--- src/rtl/aes_entry_sequencer_pkg.sv ---
// Shared definitions for the AES entry sequencer.
// Contents: state encoding (also the LED state_idx value), step strobe bit
// indices so the wrapper glue can map strobes to datapath loads by name, and
// a helper that builds a one-hot strobe word from a state index.
package aes_entry_sequencer_pkg;

    localparam int unsigned StepWidth  = 14;
    localparam int unsigned StateWidth = 5;

    // Entry states 0..13 double as the index of the strobe they emit.
    typedef enum logic [4:0] {
        StV0    = 5'd0,
        StV1    = 5'd1,
        StV2    = 5'd2,
        StV3    = 5'd3,
        StM0    = 5'd4,
        StM1    = 5'd5,
        StM2    = 5'd6,
        StM3    = 5'd7,
        StK0    = 5'd8,
        StK1    = 5'd9,
        StK2    = 5'd10,
        StK3    = 5'd11,
        StRon   = 5'd12,
        StStart = 5'd13,
        StWait  = 5'd14,
        StDisp  = 5'd15,
        StErr   = 5'd16
    } seq_state_e;

    localparam int unsigned STEP_V0    = 0;
    localparam int unsigned STEP_V1    = 1;
    localparam int unsigned STEP_V2    = 2;
    localparam int unsigned STEP_V3    = 3;
    localparam int unsigned STEP_M0    = 4;
    localparam int unsigned STEP_M1    = 5;
    localparam int unsigned STEP_M2    = 6;
    localparam int unsigned STEP_M3    = 7;
    localparam int unsigned STEP_K0    = 8;
    localparam int unsigned STEP_K1    = 9;
    localparam int unsigned STEP_K2    = 10;
    localparam int unsigned STEP_K3    = 11;
    localparam int unsigned STEP_RON   = 12;
    localparam int unsigned STEP_START = 13;

    function automatic logic [StepWidth-1:0] step_onehot(input logic [StateWidth-1:0] idx);
        logic [StepWidth-1:0] one;
        one = StepWidth'(1);
        return one << idx;
    endfunction

endpackage

--- src/rtl/aes_entry_sequencer_if.sv ---
// Board/datapath signal bundle of the AES entry sequencer.
// master: drives btn_next, btn_clr, finished; observes the outputs.
// slave : the sequencer; consumes buttons and finished, drives
//         step[13:0], disp, busy, error, state_idx[4:0].
interface aes_entry_sequencer_if;
    import aes_entry_sequencer_pkg::*;

    logic                  btn_next;
    logic                  btn_clr;
    logic                  finished;
    logic [StepWidth-1:0]  step;
    logic                  disp;
    logic                  busy;
    logic                  error;
    logic [StateWidth-1:0] state_idx;

    modport master (
        output btn_next, btn_clr, finished,
        input  step, disp, busy, error, state_idx
    );

    modport slave (
        input  btn_next, btn_clr, finished,
        output step, disp, busy, error, state_idx
    );

endinterface

--- src/rtl/aes_entry_sequencer_btn_debounce.sv ---
// Button conditioner: 2-flop synchroniser, stability counter, press pulse.
// Ports: clk, nrst (async active-low), btn (raw asynchronous button),
//        press (one-cycle pulse when the debounced level goes 0->1).
// The debounced level flips only after the synchronised input has differed
// from it for DEBOUNCE_CYCLES consecutive cycles; any bounce restarts.
module aes_entry_sequencer_btn_debounce #(
    parameter int unsigned DEBOUNCE_CYCLES = 1000000
) (
    input  logic clk,
    input  logic nrst,
    input  logic btn,
    output logic press
);

    localparam int unsigned CntW = (DEBOUNCE_CYCLES > 1) ? $clog2(DEBOUNCE_CYCLES) : 1;

    logic            sync1_q;
    logic            sync2_q;
    logic            level_q;
    logic            press_q;
    logic [CntW-1:0] cnt_q;

    always_ff @(posedge clk or negedge nrst) begin
        if (!nrst) begin
            sync1_q <= 1'b0;
            sync2_q <= 1'b0;
            level_q <= 1'b0;
            press_q <= 1'b0;
            cnt_q   <= '0;
        end else begin
            sync1_q <= btn;
            sync2_q <= sync1_q;
            press_q <= 1'b0;
            if (sync2_q != level_q) begin
                if (cnt_q == CntW'(DEBOUNCE_CYCLES - 1)) begin
                    level_q <= sync2_q;
                    cnt_q   <= '0;
                    // Only the 0->1 flip produces a press.
                    press_q <= sync2_q;
                end else begin
                    cnt_q <= cnt_q + 1'b1;
                end
            end else begin
                cnt_q <= '0;
            end
        end
    end

    assign press = press_q;

endmodule

--- src/rtl/aes_entry_sequencer.sv ---
// AES entry sequencer: turns two debounced buttons into one-hot datapath
// step strobes (v0..v3, m0..m3, k0..k3, ron, start_enc), waits for the core
// to finish, then holds the display request.
// Ports: clk, nrst (async active-low), bus (slave modport):
//   btn_next/btn_clr raw buttons, finished core flag in;
//   step[13:0] strobes, disp level, busy (WAIT), error (ERR),
//   state_idx[4:0] current state out.
// Optional: AES_SEQ_TIMEOUT_EN adds a WAIT timeout of TIMEOUT_CYCLES into ERR;
// without it ERR is unreachable and error is tied low.
module aes_entry_sequencer
    import aes_entry_sequencer_pkg::*;
#(
    parameter int unsigned DEBOUNCE_CYCLES = 1000000,
    parameter int unsigned TIMEOUT_CYCLES  = 4096
) (
    input  logic                  clk,
    input  logic                  nrst,
    aes_entry_sequencer_if.slave  bus
);

    logic                 next_press;
    logic                 clr_press;
    logic                 fin_q;
    logic                 fin_rise;
    seq_state_e           state_q;
    logic [StepWidth-1:0] step_q;
    logic                 disp_q;
    logic                 busy_q;

`ifdef AES_SEQ_TIMEOUT_EN
    localparam int unsigned TmoW = (TIMEOUT_CYCLES > 1) ? $clog2(TIMEOUT_CYCLES) : 1;
    logic            err_q;
    logic [TmoW-1:0] tmo_q;
`endif

    aes_entry_sequencer_btn_debounce #(
        .DEBOUNCE_CYCLES(DEBOUNCE_CYCLES)
    ) u_next_db (
        .clk   (clk),
        .nrst  (nrst),
        .btn   (bus.btn_next),
        .press (next_press)
    );

    aes_entry_sequencer_btn_debounce #(
        .DEBOUNCE_CYCLES(DEBOUNCE_CYCLES)
    ) u_clr_db (
        .clk   (clk),
        .nrst  (nrst),
        .btn   (bus.btn_clr),
        .press (clr_press)
    );

    // A finished level left high from a previous run never counts as an edge.
    assign fin_rise = bus.finished & ~fin_q;

    always_ff @(posedge clk or negedge nrst) begin
        if (!nrst) begin
            state_q <= StV0;
            step_q  <= '0;
            disp_q  <= 1'b0;
            busy_q  <= 1'b0;
            fin_q   <= 1'b0;
`ifdef AES_SEQ_TIMEOUT_EN
            err_q   <= 1'b0;
            tmo_q   <= '0;
`endif
        end else begin
            fin_q  <= bus.finished;
            step_q <= '0;
            if (clr_press) begin
                // Restart wins over everything, including a simultaneous next.
                state_q <= StV0;
                disp_q  <= 1'b0;
                busy_q  <= 1'b0;
`ifdef AES_SEQ_TIMEOUT_EN
                err_q   <= 1'b0;
`endif
            end else begin
                case (state_q)
                    StWait: begin
                        if (fin_rise) begin
                            state_q <= StDisp;
                            busy_q  <= 1'b0;
                            disp_q  <= 1'b1;
                        end
`ifdef AES_SEQ_TIMEOUT_EN
                        else if (tmo_q == TmoW'(TIMEOUT_CYCLES - 1)) begin
                            state_q <= StErr;
                            busy_q  <= 1'b0;
                            err_q   <= 1'b1;
                        end else begin
                            tmo_q <= tmo_q + 1'b1;
                        end
`endif
                    end
                    StDisp: begin
                        if (next_press) begin
                            state_q <= StV0;
                            disp_q  <= 1'b0;
                        end
                    end
                    StErr: begin
                        if (next_press) begin
                            state_q <= StV0;
`ifdef AES_SEQ_TIMEOUT_EN
                            err_q   <= 1'b0;
`endif
                        end
                    end
                    default: begin
                        // Entry states: emit the strobe named by the state index.
                        if (next_press) begin
                            step_q <= step_onehot(state_q);
                            if (state_q == StStart) begin
                                state_q <= StWait;
                                busy_q  <= 1'b1;
`ifdef AES_SEQ_TIMEOUT_EN
                                tmo_q   <= '0;
`endif
                            end else begin
                                state_q <= seq_state_e'(state_q + 5'd1);
                            end
                        end
                    end
                endcase
            end
        end
    end

    assign bus.step      = step_q;
    assign bus.disp      = disp_q;
    assign bus.busy      = busy_q;
    assign bus.state_idx = state_q;
`ifdef AES_SEQ_TIMEOUT_EN
    assign bus.error     = err_q;
`else
    assign bus.error     = 1'b0;
`endif

endmodule

--- src/flat_wrapper.sv ---
// flat-port wrapper written by rule: the top's interface ports become plain ports
module aes_entry_sequencer_flat import aes_entry_sequencer_pkg::*;
#(
    parameter int unsigned DEBOUNCE_CYCLES = 1000000,
    parameter int unsigned TIMEOUT_CYCLES  = 4096
)
  (clk, nrst, bus_btn_next, bus_btn_clr, bus_finished, bus_step, bus_disp, bus_busy, bus_error, bus_state_idx);
  aes_entry_sequencer_if bus_i ();
  input  logic clk;
  input  logic nrst;
  input wire logic [$bits(bus_i.btn_next)-1:0] bus_btn_next;
  input wire logic [$bits(bus_i.btn_clr)-1:0] bus_btn_clr;
  input wire logic [$bits(bus_i.finished)-1:0] bus_finished;
  output wire logic [$bits(bus_i.step)-1:0] bus_step;
  output wire logic [$bits(bus_i.disp)-1:0] bus_disp;
  output wire logic [$bits(bus_i.busy)-1:0] bus_busy;
  output wire logic [$bits(bus_i.error)-1:0] bus_error;
  output wire logic [$bits(bus_i.state_idx)-1:0] bus_state_idx;
  assign bus_i.btn_next = bus_btn_next;
  assign bus_i.btn_clr = bus_btn_clr;
  assign bus_i.finished = bus_finished;
  assign bus_step = bus_i.step;
  assign bus_disp = bus_i.disp;
  assign bus_busy = bus_i.busy;
  assign bus_error = bus_i.error;
  assign bus_state_idx = bus_i.state_idx;
  aes_entry_sequencer #(.DEBOUNCE_CYCLES(DEBOUNCE_CYCLES), .TIMEOUT_CYCLES(TIMEOUT_CYCLES)) u_core (.clk(clk), .nrst(nrst), .bus(bus_i));
endmodule
--- config.mk ---
export PLATFORM = sky130hd
export DESIGN_NAME = aes_entry_sequencer_flat
export DESIGN_NICKNAME = d
export VERILOG_FILES = /design/src/rtl/aes_entry_sequencer_pkg.sv /design/src/rtl/aes_entry_sequencer_if.sv /design/src/rtl/aes_entry_sequencer_btn_debounce.sv /design/src/rtl/aes_entry_sequencer.sv /design/src/flat_wrapper.sv
export SDC_FILE = /design/constraint.sdc
export NUM_CORES = 1
export LEC_CHECK = 0
export CORE_ASPECT_RATIO = 1.2
export CORE_MARGIN = 2
export CORE_UTILIZATION = 42
export DETAILED_ROUTE_END_ITERATION = 12
export PLACE_DENSITY_LB_ADDON = 0.25
export SLEW_MARGIN = 20
export SYNTH_ARGS = -nofsm -noshare
export SYNTH_HDL_FRONTEND = slang
export SYNTH_SLANG_ARGS = --single-unit
--- constraint.sdc ---
create_clock -name clk -period 2.2 [get_ports clk]
set_input_delay 0.33 -clock clk [delete_from_list [all_inputs] [get_ports clk]]
set_output_delay 0.33 -clock clk [all_outputs]
set_load 0.05 [all_outputs]
==> results of run 1 <==
## final timing paths
| check | startpoint | end | slack, ns |
|---|---|---|---|
| max | u_core.bus.state_idx[4]$_DFFE_PN0P_ | bus_state_idx[4] | 0.07 |
| min | u_core.u_clr_db.sync1_q$_DFF_PN0_ | u_core.u_clr_db.sync2_q$_DFF_PN0_ | 0.35 |
| max reg2reg | u_core.bus.state_idx[0]$_DFFE_PN0P_ | u_core.bus.step[1]$_DFF_PN0_ | 0.11 |
| min reg2reg | u_core.u_clr_db.sync1_q$_DFF_PN0_ | u_core.u_clr_db.sync2_q$_DFF_PN0_ | 0.35 |
| max in group asynchronous | nrst | u_core.u_clr_db.cnt_q[0]$_DFF_PN0_ | 1.03 |
| min in group asynchronous | nrst | u_core.bus.state_idx[2]$_DFFE_PN0P_ | 0.52 |
## cell families (layout without fill, tap and decap cells)
| family | Yosys count | count (layout) | share of synthesized area (%) |
|---|---|---|---|
| AO/OA/AOI/OAI | 39 | 39 | 8.455 |
| XOR/XNOR | 29 | 29 | 7.398 |
| adder cells (fa/ha/maj) | 8 | 8 | 2.916 |
| buffers and inverters | 18 | 67 | 2.332 |
| flip-flops | 70 | 70 | 51.02 |
| multiplexers | 4 | 4 | 1.385 |
| other | 1 | 1 | 0.1092 |
| AND/OR/NAND/NOR | 155 | 155 | 26.38 |
## repair_timing
item	in CTS	in global routing
setup endpoints to repair	0	8
hold buffers	1	0
hold endpoints to repair	22	0
gates resized for setup	0	9
## Yosys cell counts (8+ instances only)
library cell / number / share of area [%]
and2_1: 13 / 2.4
nand4_1: 13 / 2.4
xnor2_1: 23 / 5.9
nand2_1: 13 / 1.4
nor4_1: 11 / 2.0
dfrtp_1: 70 / 51
a21oi_1: 13 / 1.9
nor2_1: 42 / 4.6
ha_1: 8 / 2.9
inv_1: 12 / 1.3
o21ai_0: 8 / 1.2
nand3_1: 11 / 1.6
## layout make-up
cell class                 instances  share of cell area [%]
sequential                        70                   42.91
multi-input combinational        236                   39.88
timing repair buffer              39                   8.999
clock buffer                      15                   4.071
tap                               95                   2.908
inverter                          12                   1.102
clock inverter                     1                  0.1224
## placed cells by master (no fill, tap or decap), types with 3 or more instances in the layout
cell type	count
buf_4	12
and2_1	13
nor2_1	42
xor2_1	6
nand3_1	11
o21ai_0	8
nand2_1	13
nand3b_1	3
nand4_1	13
dfrtp_1	68
and3_1	7
or3_1	4
clkbuf_8	11
clkbuf_1	4
ha_1	8
a21oi_2	3
inv_1	11
nor4_1	11
or4_1	6
clkdlybuf4s50_1	23
o31ai_1	5
xnor2_1	23
a21oi_1	11
nor3_1	7
or3_4	3
## power groups by stage
stage / combinational [uW] / sequential (uW) / clock [uW]
global placement: 83.1 / 1340 / 0
detailed placement: 83.0 / 1340 / 0
global route: 94.8 / 1320 / 1020
CTS: 84.9 / 1310 / 953
finish: 81.6 / 1310 / 929
floorplan: 36.2 / 1340 / 0
## flip-flops by register name (all words and copies together) (netlist names), 5 cells and up
| register | count |
|---|---|
| u_core.bus.state_idx | 5 |
| u_core.bus.step | 14 |
| u_core.u_clr_db.cnt_q | 20 |
| u_core.u_next_db.cnt_q | 20 |
## metal layers
layer	GRT usage (%)	share of wire (%)
met5	0	0
met4	7.452	2.0
met3	3.683	4.4
met2	27.10	48
met1	20.78	45
## per-stage QoR
stage	TNS [ns]	setup slack, ns
finish	0	0.07178
global route	-0.003427	-0.003427
CTS	0	0.07766
detailed placement	0	0.1003
global placement	0	0.1881
floorplan	0	0.006885
==> qor.csv, run 1 <==
stage,metric,value,unit
run_status,status,completed,
die,Die Y-Extent,103.0,um
placement,placed cells,451,
clock_network,Worst-Skew Late Latency,0.34,ns
setup_path,Crit-path slowest cell,clkdlybuf4s50_1,
final_layout,footprint of the multi-input gates,1630,um^2
final_layout,Antenna diodes,0,
placement,Port Buffers,25,
yosys,Async SR Flop Fraction,100.0,%
route,wire length per cell,14.49,um
power_and_ir_drop,Int Power,1802,uW
final_layout,Finished Core Util,50.98,%
final_layout,Final nets,381,
sta,Slew @ Worst Pin,0.5582,ns
global_route,initial antenna violation count,0,
die,Ports,27,
setup_path,Worst path max stage delay,0.88,ns
yosys,"FF+latch count, synth",70,
route,DRC,0,
die,num rows,36,
clock_network,Max Root-Sink Buffers,2,
clock_network,clock buffer count from CTS,9,
sta,RSZ-0062 raised after global routing,true,
setup_path,"Data required, critical path",1.87,ns
power_and_ir_drop,leak pwr,0.001688,uW
power_and_ir_drop,Peak VDD IR,0.3313,mV
final_layout,Seq. cell area,1754,um^2
setup_path,critical path arrival,1.80,ns
final_layout,ratio of cells with drive above 1 in the final layout,12.87,%
final_layout,design area,4088,um^2
setup_path,critical-path cell list,clkdlybuf4s50_1,
yosys,YS warnings,0,
yosys,Synth Net Count,337,
final_layout,"Area growth, synth to finish",19.06,%
sta,fin crit share,96.74,%
yosys,"Distinct cells, synth",54,
route,drt via density,5.519,
global_route,largest net degree at the start of global routing,31,
yosys,top_reg_cell synth,dfrtp_1,
setup_path,CP endpoint kind,primary output,
placement,routability cong.,0.9499,
power_and_ir_drop,Seq pwr share,56.5,%
global_route,first-pass GRT wire length,11.62,mm
setup_path,crit-path max FO,11,
final_layout,final non-filler cell total,468,
power_and_ir_drop,NetSw,520.8,uW
clock_network,TritonCTS Sinks,70,
route,Routed Antenna Nets,0,
sta,time the worst path needs with I/O delays and setup,2.128,ns
setup_path,kind of critical path,reg -> out,
clock_network,H-tree depth,3,
yosys,cell area after synthesis,3433,um^2
placement,Post-DP Area,3874,um^2
sta,Max Freq,469.9,MHz
sta,final hold slack,0.3485,ns
power_and_ir_drop,power density cells,568.3,nW/um^2
yosys,post-synthesis sequential area ratio,51.02,%
sta,final setup vio count,0,
final_layout,# fillers,721,
global_route,gr ovfl total,0,
setup_path,Reg2Reg Depth,8,
setup_path,Worst path depth,1,
placement,post-DP HPWL,4.759,mm
die,core area,8018,um^2
yosys,number of synthesized flops with an enable pin,0,
clock_network,CTS tree,done,
sta,final-report hold violation count,0,
global_route,number of global-route vias before repair,2465,
global_route,GR Util All Layers,16.48,%
min_path,Hold Path Depth,0,
route,vias post-DR,2583,
setup_path,WP buf/inv,1,
die,Die W,86.54,um
setup_path,critical path launch point type,flop,
sta,Setup Skew,0.01159,ns
power_and_ir_drop,switching share of total power,22.42,%
clock_network,Worst-path clk slew,0.07,ns
route,1st-pass router iterations,4,
yosys,"Avg Cell Area, Syn",10.60,um^2
sta,"Slew Viols, Final",0,
sta,Slew HR,62.79,%
yosys,Mapped Cells,324,
setup_path,"delay-heaviest family, CP",buffers and inverters,
clock_network,CTS Root Cell,clkbuf_8,
route,DRT iter0 DRCs,111,
min_path,min-delay worst type,reg -> reg,
power_and_ir_drop,Comb power frac,3.5,%
clock_network,"Setup Fix Bufs, Post-CTS",0,
route,Total Wirelength,6.782,mm
job,max cap viols,0,
power_and_ir_drop,Clk pwr share,40.0,%
die,die area,8917,um^2
die,Starting Density,42.82,%
power_and_ir_drop,Tot Pwr,2323,uW
(Power assumes the default switching activity.)
==> run 2, diff against run 1 <==
--- a/config.mk
+++ b/config.mk
@@ -9,6 +9,7 @@
 export CORE_MARGIN = 2
 export CORE_UTILIZATION = 42
 export DETAILED_ROUTE_END_ITERATION = 12
+export GPL_ROUTABILITY_DRIVEN = 0
 export PLACE_DENSITY_LB_ADDON = 0.25
 export SLEW_MARGIN = 20
 export SYNTH_ARGS = -nofsm -noshare
==> results of run 2 <==
Final layout, timing and power as in run 1 (identical DEF).
==> run 3, diff against run 2 <==
==> constraint.sdc (replaced) <==
create_clock -name clk -period 1.9 [get_ports clk]
set_input_delay 0.285 -clock clk [delete_from_list [all_inputs] [get_ports clk]]
set_output_delay 0.285 -clock clk [all_outputs]
set_load 0.05 [all_outputs]
==> run 3 against run 2 <==
Count of clock-buffer cells in the layout decreased by 5. Critical endpoint is now u_core.u_clr_db.level_q$_DFFE_PN0P_. Design area is 8.5% higher. Largest power group unchanged. Highest routed layer unchanged. Combinational power grew 25%.
==> qor.csv, run 3 (synthesis gave the netlist of run 1 again) <==
stage,metric,value,unit,change
die,Die W,86.54,um,unchanged
sta,RSZ-0062 raised after global routing,true,,
sta,Slew @ Worst Pin,0.5299,ns,-0.02834 ns
min_path,min-delay worst type,reg -> reg,,
final_layout,"Area growth, synth to finish",29.23,%,
route,DRT iter0 DRCs,119,,+7.2%
die,num rows,36,,unchanged
clock_network,H-tree depth,3,,unchanged
power_and_ir_drop,Peak VDD IR,0.4921,mV,+49%
clock_network,TritonCTS Sinks,70,,unchanged
sta,Slew HR,64.56,%,+1.8 points
sta,"Slew Viols, Final",0,,unchanged
sta,Setup Skew,0.007463,ns,-0.004127 ns
setup_path,CP endpoint kind,flop,,
clock_network,CTS tree,done,,
final_layout,ratio of cells with drive above 1 in the final layout,25.68,%,+13 points
route,DRC,0,,unchanged
sta,time the worst path needs with I/O delays and setup,1.862,ns,
power_and_ir_drop,leak pwr,0.001842,uW,+9.1%
setup_path,critical path arrival,2.09,ns,+0.29 ns
placement,post-DP HPWL,5.328,mm,+12%
job,max cap viols,0,,unchanged
final_layout,"commonest cells after routing, fill and taps aside","dfrtp_1 (65), buf_4 (50), nor2_1 (42)",,
sta,final-report hold violation count,0,,unchanged
die,Die Y-Extent,103.0,um,unchanged
route,Routed Antenna Nets,0,,unchanged
global_route,number of global-route vias before repair,2645,,+7.3%
setup_path,"Data required, critical path",2.12,ns,+0.25 ns
route,drt via density,5.394,,-2.3%
final_layout,Final nets,414,,+8.7%
power_and_ir_drop,power density cells,625.0,nW/um^2,+10%
global_route,gr ovfl total,0,,unchanged
die,Starting Density,42.82,%,unchanged
final_layout,Antenna diodes,0,,unchanged
route,1st-pass router iterations,4,,unchanged
setup_path,critical path launch point type,flop,,
sta,Max Freq,536.9,MHz,
global_route,initial antenna violation count,0,,unchanged
die,Ports,27,,unchanged
die,die area,8917,um^2,unchanged
route,Total Wirelength,7.256,mm,+7.0%
run_status,status,completed,,
global_route,first-pass GRT wire length,12.50,mm,+7.6%
clock_network,clock buffer count from CTS,9,,unchanged
clock_network,Max Root-Sink Buffers,2,,unchanged
clock_network,CTS Root Cell,clkbuf_8,,
clock_network,Worst-path clk slew,0.07,ns,about the same
global_route,GR Util All Layers,18.15,%,+1.7 points
setup_path,kind of critical path,reg -> reg,,
route,wire length per cell,14.51,um,+0.14%
clock_network,Worst-Skew Late Latency,0.34,ns,about the same
sta,fin crit share,98.02,%,
power_and_ir_drop,Tot Pwr,2773,uW,+19%
die,core area,8018,um^2,unchanged
final_layout,"commonest non-fill, non-tap cell in the layout",dfrtp_1,,
placement,Port Buffers,25,,unchanged
sta,final hold slack,0.3567,ns,+0.008149 ns
global_route,largest net degree at the start of global routing,56,,+81%
sta,final setup vio count,0,,unchanged
route,vias post-DR,2697,,+4.4%
setup_path,crit-path max FO,3,,-8
run 3: where the power goes:
group          switching [uW]  internal, uW  total, uW
clock network             525           625       1150
logic                    62.1          40.3        102
registers                15.4          1510       1520
run 3: worst paths after layout:
kind	cells after the start	endpoint	startpoint	slack (ns)
hold reg to reg	0	u_core.u_clr_db.sync2_q$_DFF_PN0_	u_core.u_clr_db.sync1_q$_DFF_PN0_	0.36
max in group asynchronous	3	u_core.bus.state_idx[0]$_DFFE_PN0P_	nrst	0.86
min in group asynchronous	2	u_core.u_clr_db.cnt_q[16]$_DFF_PN0_	nrst	0.40
setup reg to reg	4	u_core.u_clr_db.level_q$_DFFE_PN0P_	u_core.u_clr_db.cnt_q[15]$_DFF_PN0_	0.04
setup / recovery	4	u_core.u_clr_db.level_q$_DFFE_PN0P_	u_core.u_clr_db.cnt_q[15]$_DFF_PN0_	0.04
hold / removal	0	u_core.u_clr_db.sync2_q$_DFF_PN0_	u_core.u_clr_db.sync1_q$_DFF_PN0_	0.36
run 3: final cells by class:
class | instances | area [um^2]
Tap cell | 95 | 118.9
Sequential cell | 70 | 1760
Multi-Input combinational cell | 236 | 1719
Fill cell | 719 | 3581
Inverter | 12 | 50.05
Timing Repair Buffer | 72 | 600.6
Clock buffer | 10 | 137.6
Clock inverter | 5 | 50.05
run 3: through the flow:
| stage | std cells | cell area (um^2) | setup WS [ns] | util (%) | setup TNS, ns |
|---|---|---|---|---|---|
| 6_report | 500 | 4437 | 0.03754 | 55.34 | 0 |
| 5_1_grt | 500 | 4437 | -0.04214 | 55.34 | -0.2945 |
| 4_1_cts | 499 | 4378 | 0.002489 | 54.60 | 0 |
| 3_5_place_dp | 483 | 4174 | -0.006465 | 52.06 | -0.006465 |
| 3_3_place_gp | 483 | 4174 | -0.001356 | 52.06 | -0.001356 |
| 2_1_floorplan | 324 | 3510 | -0.03890 | - | -0.03890 |
run 3: layer usage:
metal | global-route usage (%) | up-vias | routed length (um) | share of wire (%)
li1 | - | 1316 | - | -
met1 | 23.47 | 1337 | 3186 | 44
met2 | 30.00 | 35 | 3750 | 52
met3 | 3.923 | 9 | 196 | 2.7
met4 | 6.851 | 0 | 122 | 1.7
met5 | 0 | - | 0 | 0
run 3: critical path: stages (launching register included):
cell and delay (ns):
dfrtp_1 0.39, nor4_2 0.30, nand4_1 0.17, or4_4 0.57, mux2_4 0.31
run 3: what timing repair did:
action                                  in CTS  in global routing
hold buffers                                 1                  0
buffers inserted                             0                  1
pin swaps                                    0                  3
hold endpoints to repair                    15                  0
gates resized for setup                      1                 12
endpoints found under the setup margin       1                 15
==> patch: new RTL, config.mk and constraints of run 3 <==
Add a define of `AES_SEQ_TIMEOUT_EN`.
--- a/src/rtl/aes_entry_sequencer.sv
+++ b/src/rtl/aes_entry_sequencer.sv
@@ -9,2 +9,4 @@
 // without it ERR is unreachable and error is tied low.
+`define AES_SEQ_TIMEOUT_EN
+
 module aes_entry_sequencer
Function: no difference found for any inputs over 10 cycles, from zero or initial values and one cycle with nrst low; that may be too few to reach the edited logic, so the function may still have changed.
==> patch against run 3 <==
  * The run now ends with setup timing left
  * Global-route usage rose by 0.43 points
  * Setup slack got worse by 0.065 ns
  * Final area rose by 22%
  * Sequential share of layout area fell by 1.0 points
  * Sequential cell count rose by 13
  * Wire length rose by 25%
  * Area after synthesis rose by 20%
  * Combinational power rose by 27%
  * Power rose by 42%
  * Die area rose by 19%
  * Via count rose by 25%
  * Critical endpoint is now u_core.bus.state_idx[0]
  * Largest power group is now clock
==> patch: results <==
export IMPL_synth_area_leaders="dfrtp_1 50%, nor2_1 4.2%, xor2_1 3.8%, ha_1 3.0%, nand2_1 2.8%"
export IMPL_wl_microns=9080
export IMPL_nets=497
export IMPL_num_fill_cells=827
export IMPL_syn_area_per_cell_sq_um=10.0
export IMPL_relSlewSlack_pct=66.3
export IMPL_final_cells=610
export IMPL_place_ws_ns=-0.0755
export IMPL_wl_met1_microns=3910
export IMPL_internal_power_w=0.00312
export IMPL_portBuffers=26
export IMPL_ys_seq_area_share_pct=50.4
export IMPL_setup_slack_ns=-0.0274
export IMPL_grt_pass1_vias=3358
export IMPL_p_leak_nw=2.27
export IMPL_skew_ns=0.00756
export IMPL_worst_r2r_path_depth=7
export IMPL_post_dp_cell_area_sq_mm=0.00487
export IMPL_wl_met2_microns=4710
export IMPL_drt_iter0_drc=114
export IMPL_setup_viol=1
export IMPL_use_met2_pct=31.3
export IMPL_tns_ns=-0.0274
export IMPL_place_inst=589
export IMPL_switching_power_w=0.000818
export IMPL_synth_net_count=427
export IMPL_grt_util_all_layers_pct=18.6
export IMPL_p_comb_w=0.000130
export IMPL_crit_arrival_ns=2.21
export IMPL_viasPerCell=5.54
export IMPL_route_met3_wl_microns=309
export IMPL_cts_root_buf="clkbuf_16"
export IMPL_violations="setup timing"
export IMPL_cp_max_fo=5
export IMPL_place_hpwl_microns=6240
export IMPL_peakVddDrop_uv=412
export IMPL_clockBufferDepth=2
export IMPL_drive_above_1_share_pct=23.6
export IMPL_status="finished with violations"
export IMPL_grt_pass1_wl_microns=15800
export IMPL_use_met1_pct=23.4
export IMPL_p_seq_share_pct=45.8
export IMPL_grt_start_max_net_pins=84
export IMPL_register_area_sq_mm=0.00208
export IMPL_synth_cell_types=55
export IMPL_ys_top_cells_by_count="83 x dfrtp_1, 46 x nor2_1, 31 x nand2_1"
patch: cell types whose count changed after synthesis, sizes merged, moves of 4 or more:
cell	change
a31oi	+7
a41oi	+6
and2	-10
and4	+5
clkbuf	+7
dfrtp	+13
inv	+5
nand2	+17
nand3	+8
nor2	+4
o21ai	+5
or3	+5
xnor2	-15
xor2	+12
patch: logic make-up after synthesis:
group	count (synthesis)	synth area share, %
mux	7	1.79
flops	83	50.4
simple gates	185	24.7
buf+inv	33	3.19
compound gates	68	11.3
xor+xnor	26	5.53
fa+ha+maj	10	3.04
patch: final cells by class:
class                           count  area share [%]
Multi-Input combinational cell    296            39.1
Timing Repair Buffer               75            11.8
Clock buffer                       10            4.25
Sequential cell                    83            38.6
Inverter                           17            1.28
Tap cell                          123            2.85
Clock inverter                      6            2.11
patch: final timing paths:
kind                            slack (ns)                       to                    start
worst min register to register        0.35  u_core.u_clr_db.sync2_q  u_core.u_clr_db.sync1_q
max in group asynchronous             1.03  u_core.bus.state_idx[3]                     nrst
worst max-delay path                 -0.03  u_core.bus.state_idx[0]  u_core.bus.state_idx[0]
worst max register to register       -0.03  u_core.bus.state_idx[0]  u_core.bus.state_idx[0]
worst min-delay path                  0.35  u_core.u_clr_db.sync2_q  u_core.u_clr_db.sync1_q
min in group asynchronous             0.51       u_core.bus.step[2]                     nrst
patch: critical path: stages, from the launching register on:
cell     delay (ns)
dfrtp_2        0.44
ha_2           0.22
and3_4         0.18
ha_4           0.19
nor2_1         0.09
or4b_4         0.46
a21oi_2        0.13
mux2_4         0.15
patch: what timing repair did:
action	4_1_cts	5_1_grt
pin swaps	3	9
resized for setup	12	17
buffers inserted	0	4
hold buffers	1	0
cloned	0	0
endpoints found under the setup margin	18	40
hold endpoints to repair	42	0
